## src/rtl/bist_pkg.sv

```systemverilog
// Shared types and helpers for the parametrised BIST controller:
// FSM state encoding, default Galois feedback masks and the shift/feedback step.
package bist_pkg;

    // Controller states; also exported on the debug state port.
    typedef enum logic [2:0] {
        S_IDLE    = 3'd0,
        S_INIT    = 3'd1,
        S_RUN     = 3'd2,
        S_FLUSH   = 3'd3,
        S_COMPARE = 3'd4,
        S_DONE    = 3'd5
    } bist_state_t;

    // Right-shifting Galois masks. Bit W-1 is the wrap-around term; the other
    // set bit is the inner tap (x^36 + x^11 + 1 and x^49 + x^9 + 1).
    localparam logic [35:0] TAPS_36 = 36'h8_0000_0800;
    localparam logic [48:0] TAPS_49 = 49'h1_0000_0000_0200;

    // One Galois step: shift right, and when a 1 falls out of bit 0 XOR the
    // mask back in. Works for any register width up to 64 bits; callers
    // zero-extend into the argument and truncate the result to their width.
    function automatic logic [63:0] galois_next(input logic [63:0] value,
                                                input logic [63:0] taps);
        return (value >> 1) ^ (value[0] ? taps : 64'd0);
    endfunction

endpackage

```

## src/rtl/bist_lfsr.sv

```systemverilog
// Galois shift register used both as the pattern generator (data tied to 0)
// and as the MISR (data = CUT response). A load forces the INIT value,
// an enable advances one step and XORs the data word into the new state.
module bist_lfsr
    import bist_pkg::*;
#(
    parameter int           W     = 4,
    parameter int           OUT_W = W,
    parameter logic [W-1:0] TAPS  = '1,
    parameter logic [W-1:0] INIT  = '0
) (
    input  logic             clk,
    input  logic             rst_n,
    input  logic             i_load,
    input  logic             i_en,
    input  logic [W-1:0]     i_data,
    output logic [OUT_W-1:0] o_value
);

    logic [W-1:0] r_value;
    logic [W-1:0] w_step;

    assign w_step  = W'(galois_next(64'(r_value), 64'(TAPS))) ^ i_data;
    assign o_value = r_value[OUT_W-1:0];

    // State register: load has priority over stepping; otherwise hold.
    always_ff @(posedge clk or negedge rst_n) begin
        if (!rst_n) begin
            r_value <= INIT;
        end else if (i_load) begin
            r_value <= INIT;
        end else if (i_en) begin
            r_value <= w_step;
        end
    end

endmodule

```

## src/rtl/bist_ctrl_param.sv

```systemverilog
// Parametrised BIST controller. Sits between the pins and a sequential CUT;
// in BIST mode it drives the CUT from an LFSR, compacts the responses into a
// MISR and compares the final signature with GOLDEN.
//
// bistmode is a level request: raising it starts a run, holding it keeps the
// run going and keeps the result visible in DONE; dropping it before COMPARE
// aborts, dropping it in DONE returns to IDLE. A new run needs a pass through
// IDLE. There is no valid/ready handshake on this block.
module bist_ctrl_param
    import bist_pkg::*;
#(
    parameter int                PI_W       = 35,
    parameter int                PO_W       = 49,
    parameter int                LFSR_W     = 36,
    parameter logic [LFSR_W-1:0] LFSR_TAPS  = TAPS_36,
    parameter logic [PO_W-1:0]   MISR_TAPS  = TAPS_49,
    parameter logic [LFSR_W-1:0] SEED       = LFSR_W'(1),
    parameter int                N_PATTERNS = 2000,
    parameter int                CUT_LAT    = 1,
    parameter logic [PO_W-1:0]   GOLDEN     = '0
) (
    input  logic              clk,
    input  logic              rst,
    input  logic              bistmode,
    input  logic [PI_W-1:0]   pi,
    output logic [PO_W-1:0]   po,
    output logic [PI_W-1:0]   cut_pi,
    input  logic [PO_W-1:0]   cut_po,
    output logic              bistdone,
    output logic              bistpass,
    output logic [PO_W-1:0]   sig,
    output bist_state_t       dbg_state
);

    localparam int CNT_W = $clog2(N_PATTERNS + 1);

    bist_state_t      r_state;
    bist_state_t      w_next_state;
    logic [CNT_W-1:0] r_cnt;
    logic [2:0]       r_fcnt;
    logic             r_done;
    logic             r_pass;

    logic             w_init;
    logic             w_run;
    logic             w_valid;
    logic             w_last_pat;
    logic             w_last_flush;
    logic [PI_W-1:0]  w_pattern;
    logic [PO_W-1:0]  w_misr;

    assign w_init       = (r_state == S_INIT);
    assign w_run        = (r_state == S_RUN);
    assign w_last_pat   = (r_cnt == CNT_W'(N_PATTERNS - 1));
    assign w_last_flush = (r_fcnt == 3'(CUT_LAT - 1));

    // State register.
    always_ff @(posedge clk or negedge rst) begin
        if (!rst) begin
            r_state <= S_IDLE;
        end else begin
            r_state <= w_next_state;
        end
    end

    // Next-state logic; dropping bistmode before COMPARE aborts to IDLE.
    always_comb begin
        w_next_state = r_state;
        case (r_state)
            S_IDLE: begin
                if (bistmode) w_next_state = S_INIT;
            end
            S_INIT: begin
                if (!bistmode) w_next_state = S_IDLE;
                else           w_next_state = S_RUN;
            end
            S_RUN: begin
                if (!bistmode) begin
                    w_next_state = S_IDLE;
                end else if (w_last_pat) begin
                    if (CUT_LAT == 0) w_next_state = S_COMPARE;
                    else              w_next_state = S_FLUSH;
                end
            end
            S_FLUSH: begin
                if (!bistmode)         w_next_state = S_IDLE;
                else if (w_last_flush) w_next_state = S_COMPARE;
            end
            S_COMPARE: begin
                w_next_state = S_DONE;
            end
            S_DONE: begin
                if (!bistmode) w_next_state = S_IDLE;
            end
            default: begin
                w_next_state = S_IDLE;
            end
        endcase
    end

    // Pattern counter: cleared in INIT, counts RUN cycles.
    always_ff @(posedge clk or negedge rst) begin
        if (!rst) begin
            r_cnt <= '0;
        end else if (w_init) begin
            r_cnt <= '0;
        end else if (w_run) begin
            r_cnt <= r_cnt + CNT_W'(1);
        end
    end

    // Flush counter: counts FLUSH cycles so the last CUT_LAT responses drain.
    always_ff @(posedge clk or negedge rst) begin
        if (!rst) begin
            r_fcnt <= '0;
        end else if (r_state == S_FLUSH) begin
            r_fcnt <= r_fcnt + 3'd1;
        end else begin
            r_fcnt <= '0;
        end
    end

    // Valid pipe: the RUN flag delayed by CUT_LAT cycles marks the edges on
    // which cut_po carries the response to an applied pattern.
    generate
        if (CUT_LAT == 0) begin : g_nopipe
            assign w_valid = w_run;
        end else if (CUT_LAT == 1) begin : g_pipe1
            logic r_vpipe;
            // Single-stage delay of the RUN flag, cleared on INIT.
            always_ff @(posedge clk or negedge rst) begin
                if (!rst) begin
                    r_vpipe <= 1'b0;
                end else if (w_init) begin
                    r_vpipe <= 1'b0;
                end else begin
                    r_vpipe <= w_run;
                end
            end
            assign w_valid = r_vpipe;
        end else begin : g_pipen
            logic [CUT_LAT-1:0] r_vpipe;
            // Multi-stage delay of the RUN flag, cleared on INIT.
            always_ff @(posedge clk or negedge rst) begin
                if (!rst) begin
                    r_vpipe <= '0;
                end else if (w_init) begin
                    r_vpipe <= '0;
                end else begin
                    r_vpipe <= {r_vpipe[CUT_LAT-2:0], w_run};
                end
            end
            assign w_valid = r_vpipe[CUT_LAT-1];
        end
    endgenerate

    // Result flags: set on the edge leaving COMPARE, held through DONE,
    // cleared on any transition that does not land in DONE.
    always_ff @(posedge clk or negedge rst) begin
        if (!rst) begin
            r_done <= 1'b0;
            r_pass <= 1'b0;
        end else if (r_state == S_COMPARE) begin
            r_done <= 1'b1;
            r_pass <= (w_misr == GOLDEN);
        end else if (w_next_state != S_DONE) begin
            r_done <= 1'b0;
            r_pass <= 1'b0;
        end
    end

    // Pattern generator: seeded in INIT, steps every RUN cycle, frozen otherwise.
    bist_lfsr #(
        .W     (LFSR_W),
        .OUT_W (PI_W),
        .TAPS  (LFSR_TAPS),
        .INIT  (SEED)
    ) u_gen (
        .clk     (clk),
        .rst_n   (rst),
        .i_load  (w_init),
        .i_en    (w_run),
        .i_data  ({LFSR_W{1'b0}}),
        .o_value (w_pattern)
    );

    // Response compactor: cleared in INIT, absorbs cut_po when the pipe says so.
    bist_lfsr #(
        .W     (PO_W),
        .OUT_W (PO_W),
        .TAPS  (MISR_TAPS),
        .INIT  ({PO_W{1'b0}})
    ) u_misr (
        .clk     (clk),
        .rst_n   (rst),
        .i_load  (w_init),
        .i_en    (w_valid),
        .i_data  (cut_po),
        .o_value (w_misr)
    );

    // Pins pass straight through in IDLE; any other state isolates the CUT
    // from the pins and feeds it the generator.
    assign cut_pi    = (r_state == S_IDLE) ? pi : w_pattern;
    assign po        = cut_po;
    assign sig       = w_misr;
    assign bistdone  = r_done;
    assign bistpass  = r_pass;
    assign dbg_state = r_state;

endmodule

```

## config.mk

```make
export PLATFORM = sky130hd
export DESIGN_NAME = bist_ctrl_param
export DESIGN_NICKNAME = d
export VERILOG_FILES = /design/src/rtl/bist_pkg.sv /design/src/rtl/bist_lfsr.sv /design/src/rtl/bist_ctrl_param.sv
export SDC_FILE = /design/constraint.sdc
export NUM_CORES = 1
export LEC_CHECK = 0
export ABC_CLOCK_PERIOD_IN_PS = 2400
export BUFFER_PORTS_ARGS = -buffer_cell sky130_fd_sc_hd__buf_2
export CAP_MARGIN = 20
export CELL_PAD_IN_SITES_DETAIL_PLACEMENT = 1
export CELL_PAD_IN_SITES_GLOBAL_PLACEMENT = 1
export CORE_UTILIZATION = 36
export DETAILED_ROUTE_END_ITERATION = 7
export GPL_TIMING_DRIVEN = 0
export PLACE_DENSITY_LB_ADDON = 0.1
export SLEW_MARGIN = 20
export SYNTH_ARGS = -nofsm -noshare
export SYNTH_HDL_FRONTEND = slang
export SYNTH_SLANG_ARGS = --single-unit
```

## constraint.sdc

```tcl
create_clock -name clk -period 2.4 [get_ports clk]
set_clock_uncertainty 0.2 [all_clocks]
set_input_delay 0.12 -clock clk [delete_from_list [all_inputs] [get_ports clk]]
set_output_delay 0.12 -clock clk [all_outputs]
set_load 0.005 [all_outputs]
```

== After elaboration in Yosys (flattened, before gate mapping) ==
Index checks and enable logic that the tools add are counted.

* Input bits: 87
* Logic and storage cells: 48
* Flip-flop bits (word level): 105

* Bitwise logic cells: 3
* Reduce and logical (&&, ||, !) cells: 6
* Eq/ne operators: 7
* Add/sub/neg operators: 2
* Multiplexer cells: 22

{| class="wikitable"
|+ Operators with widths
! cell !! count
|-
| 2-to-1 mux 49 bit || 3
|-
| 2-to-1 mux 36 bit || 3
|-
| logical NOT 49 bit || 1
|-
| XOR 48 x 49 -> 49 bit || 1
|-
| XOR 49 bit || 1
|-
| XOR 35 x 36 -> 36 bit || 1
|-
| 2-to-1 mux 35 bit || 1
|-
| 2-to-1 mux 11 bit || 2
|-
| 2-to-1 mux 3 bit || 7
|-
| one-hot mux 3 bit (6 select lines) || 1
|-
| adder 11 x 1 -> 11 bit (second input constant) || 1
|-
| equality test 11 bit (second input constant) || 1
|-
| equality test 3 x 2 -> 1 bit (second input constant) || 2
|-
| equality test 3 bit (second input constant) || 2
|-
| logical NOT 3 bit || 2
|-
| nonzero test 2 bit || 3
|-
| 2-to-1 mux 1 bit || 4
|-
| adder 3 x 1 -> 3 bit (second input constant) || 1
|-
| equality test 3 x 1 -> 1 bit (second input constant) || 1
|-
| != test 3 bit (second input constant) || 1
|-
| 2-to-1 mux 2 bit || 1
|}

== Depth between registers and ports, before layout ==
* Word-level depth: 7
* Depth in mapped cells: 7
* Mapped depth without buffers: 5

== Modules after synthesis ==
From an unflattened synthesis, not the netlist that was laid out.

* Cells, all modules: 611
* Area total of the unflattened synthesis: 6,593.8 µm²

{| class="wikitable"
|+ Modules (own cells, without submodules)
! module !! area an instance (µm²) !! cells each !! times used
|-
| bist_lfsr at u_misr || 2,492.4 || 212 || 1
|-
| bist_lfsr at u_gen || 2,172.1 || 192 || 1
|-
| bist_ctrl_param || 1,929.4 || 207 || 1
|}

== Least setup slack after synthesis ==
OpenSTA, ideal clock, no wires.

* Path type: reg2reg
* From: register r_state[0], in the netlist dbg_state[0]
* To: register r_cnt[10]
* Cell stages (with the launch flop): 7
* Library setup time: 131 ps
* Period minus slack after synthesis: 1,904 ps
* Path slack: 496 ps
* Data required time: 2,069 ps
* Data arrival time: 1,574 ps
* Buffers on the path: 2
* Cell sequence: dfrtp_1 -> buf_6 -> or3b_4 -> buf_6 -> nor4_1 -> xnor2_1 -> nor2_2

* Cells in the longest elaborated chain, start to end: 2

{| class="wikitable"
|+ Ends and longest elaborated chain
! element !! RTL line !! RTL
|-
| from (decl) || bist_ctrl_param.sv:37 || <nowiki>bist_state_t r_state;</nowiki>
|-
| from (signal assigned) || bist_ctrl_param.sv:62 || <nowiki>r_state <= w_next_state;</nowiki>
|-
| equality test 3 x 1 -> 1 bit or equality test 3 x 2 -> 1 bit (tied branches) || bist_ctrl_param.sv:52, bist_ctrl_param.sv:53 ||
|-
| 2-to-1 mux 11 bit or nonzero test 2 bit (tied branches) || n/a ||
|-
| to (signal assigned) || bist_ctrl_param.sv:108 || <nowiki>r_cnt <= r_cnt + CNT_W'(1);</nowiki>
|-
| to (decl) || bist_ctrl_param.sv:39 || <nowiki>logic [CNT_W-1:0] r_cnt;</nowiki>
|}

Parallel ways exist; a longest one is shown, timed or not.
A chain may end at the register's enable or synchronous reset.

== Worst setup path in the final report ==
* From: register r_state[2], in the netlist dbg_state[2]
* To: output cut_pi[6]

* Cells in the longest elaborated chain, start to end: 2

{| class="wikitable"
|+ Ends and longest elaborated chain
! element !! RTL line !! RTL
|-
| logical NOT 3 bit || bist_ctrl_param.sv:204 || <nowiki>assign cut_pi = (r_state == S_IDLE) ? pi : w_pattern;</nowiki>
|-
| 2-to-1 mux 35 bit || bist_ctrl_param.sv:204 ||
|-
| to (decl) || bist_ctrl_param.sv:27 || <nowiki>output logic [PI_W-1:0] cut_pi,</nowiki>
|}

Every way passes these cells.

==> results.md <==
* Nets@finish at 878
* Final WS setup at 88.4 ps
* TritonCTS clock tree: built
* Place WS at -195 ps
* Total track usage at 0.218
* Crit. End Element: output pin
* Fillers at 1665
* Max Slew Vio Count at 0
* Clock slew at reported path FFs at 70 ps
* Status: complete, but fails checks
* Most frequent cells in the layout: buf_2 (225), dfrtp_1 (103), nor2_1 (59)
* Avg Cell Area, Syn at 10.8 sq um
* Residual DRC at 26
* Via density at 4.93
* Lkg Pwr at 3.72 nW
* WP data arrival at 1990 ps
* Crit-path max cell delay at 440 ps
* Routed wire length at 16300 um
* Crit-path leading delay family: buffers and inverters
* Core footprint at 0.0146 sq mm
* Worst reg2reg startpoint: dbg_state[1]$_DFF_PN0_
* Commonest non-fill, non-tap cell in the layout: buf_2
* Max-Cap Viols at 0
* Root Buffer: clkbuf_16
* Synth cell types at 38
* Peak supply drop at 0.424 mV
* CTS buffer count at 9
* Die Height at 125 um
* Pwr/cell area at 1090 mW/mm^2
* Worst-case clock buffer depth at 2
* CP Max Fanout at 10
* Ant diodes at 0
* Largest net degree at the start of global routing at 71
* Fmax at 433 MHz
* Final setup viols at 0
* TritonRoute pass-1 iters at 6
* Placer Congestion at 0.795
* Initial Util at 0.371
* Worst setup SP type: flop
* Synth warn at 0
* Detail Route Antenna Nets at 0
* Post-Syn Instances at 501
* Measured slew at the worst slew-check pin at 521 ps
* WP buf/inv at 4
* Initial antenna violation count at 0
* HP Class: input pin to asynchronous set/reset pin
* Share of layout cells above drive strength 1 at 0.435
* Setup CP Type: flop to output pin
* Clock sink total at 105
* Crit-path cells: clkbuf_4 > nor3_4 > buf_12 > buf_6 > mux2_2 > buf_2
* Row count at 44
* Vias at 4813
* Vias in the first global route at 5238
* RSZ-0062 raised after global routing: no
* Die ar. at 0.0156 sq mm
* Area grow syn2layout at 41.7%
* DP HPWL at 11800 um
* Failing checks: design-rule violations
* First-pass GRT wire length at 26900 um
* Sequential area share after synthesis at 0.484
* Hold Fails Final Rpt at 0
* IO Pins at 225
* Synthesis-stage register bit count at 105
* # port buffers at 223
* Crit. Startpoint: dbg_state[2]$_DFF_PN0_
* Syn Nets at 591
* Clk_lat worst skew at 360 ps
* Max-slew headroom at the worst pin at 0.652
* Req. time, crit path at 2080 ps
* Die Width at 125 um
* H-tree Lvls at 3
* Final Critical Period at 2310 ps
* R2R Setup Slk at 170 ps
* Hold slack at 38.2 ps
* Fin crit share at 0.963
* Syn Std Cell Area at 0.00543 sq mm
* Total gr overflow at 0
* Wirelength per Cell at 16.7 um
* DR iter-0 viols at 195
* Cell with the largest stage delay on the worst path: dfrtp_2
## layout make-up
type / instances / area, sq um / share of cell area
repair buffers: 276 / 1680 / 0.218
clock buffers: 10 / 239 / 0.0311
plain buffers: 81 / 537 / 0.0698
clock inverters: 6 / 78.8 / 0.0102
inverters: 4 / 15.0 / 0.00195
multi-input cells: 311 / 2280 / 0.297
flip-flops and latches: 105 / 2630 / 0.342
well taps: 184 / 230 / 0.0299
## where the power goes
group	internal (mW)	leakage, nW	switching, mW
Combinational	1.98	2.16	2.07
Sequential	2.22	1.40	0.527
Clock	0.862	0.158	0.711
## stage by stage
| step | setup TNS (ps) | cell area [sq um] | util | power (mW) | instances |
|---|---|---|---|---|---|
| 6_report | 0 | 7690 | 0.525 | 8.37 | 977 |
| 5_1_grt | 0 | 7690 | 0.525 | 8.96 | 977 |
| 4_1_cts | -759 | 7670 | 0.524 | 8.41 | 977 |
| 3_5_place_dp | -2060 | 6810 | 0.465 | 6.61 | 909 |
| 3_3_place_gp | -23530 | 6780 | 0.463 | 6.45 | 908 |
| 2_1_floorplan | 0 | 5430 | - | 5.08 | 501 |
## kinds of logic (layout without fill, tap and decap cells)
family,after synthesis,count (layout),synth area share
simple gates,119,119,0.107
flops,105,105,0.484
compound gates,93,93,0.133
buf+inv,85,377,0.0975
xor+xnor,60,60,0.0968
mux,36,36,0.0744
fa+ha+maj,3,3,0.00691
## cell usage after synthesis
cell,n,share of area
a22o_1,35,0.056
dfrtp_1,104,0.48
nor2_2,3,0.0035
or3b_4,1,0.0021
or3_1,2,0.0023
buf_2,6,0.0055
nand2b_1,2,0.0023
nand3_1,7,0.0065
dfstp_2,1,0.0048
nand3b_1,1,0.0014
buf_6,2,0.0041
xor2_1,3,0.0048
nor4_2,1,0.0023
a21oi_1,3,0.0028
xnor2_1,57,0.092
buf_1,2,0.0014
o21bai_1,1,0.0014
nand4_1,5,0.0058
o22ai_1,1,0.0012
nor2_1,59,0.041
and2_1,1,0.0012
mux2_2,35,0.073
clkbuf_1,21,0.015
nor3_2,1,0.0018
nor3_1,5,0.0046
mux2i_1,1,0.0018
nor3b_2,1,0.0023
o21ai_0,4,0.0037
or4_1,1,0.0014
nor4_1,13,0.015
nor2b_1,1,0.0012
buf_4,50,0.069
ha_1,3,0.0069
nand2_1,12,0.0083
nor4b_1,3,0.0048
a211oi_1,48,0.066
inv_1,4,0.0028
a31oi_1,1,0.0012
## what timing repair did
item / in CTS / in global routing
pin swaps: 1 / 0
hold endpoints to repair: 156 / 0
hold buffers: 50 / 0
setup buffers: 2 / 0
endpoints found under the setup margin: 45 / 30
resized for setup: 4 / 9
## path summary, 6_finish.rpt
kind / end / cells past startpoint
worst max-delay path: cut_pi[6] / 6
worst min-delay path: dbg_state[0]$_DFF_PN0_ / 2
worst max register to register: r_cnt[7]$_DFFE_PN0P_ / 5
worst min register to register: r_fcnt[0]$_DFF_PN0_ / 1
max in group asynchronous: u_misr.o_value[25]$_DFFE_PN0P_ / 3
min in group clk: u_misr.o_value[9]$_DFFE_PN0P_ / 5
## per-layer routing
| layer | vias to the layer above | wire length [um] | GRT usage |
|---|---|---|---|
| li1 | 2299 | - | - |
| met1 | 2354 | 6940 | 0.261 |
| met2 | 142 | 8410 | 0.393 |
| met3 | 18 | 704 | 0.0357 |
| met4 | 0 | 277 | 0.0803 |
| met5 | - | 0 | 0 |
## sequential cells by signal (all words and copies together), names as in the netlist
name and cells:
bistpass 1, g_pipe1.r_vpipe 1, u_misr.o_value 49, r_fcnt 3, u_gen.r_value 36, bistdone 1, r_cnt 11, dbg_state 3
Note: power is estimated with default switching activity, not from simulation.
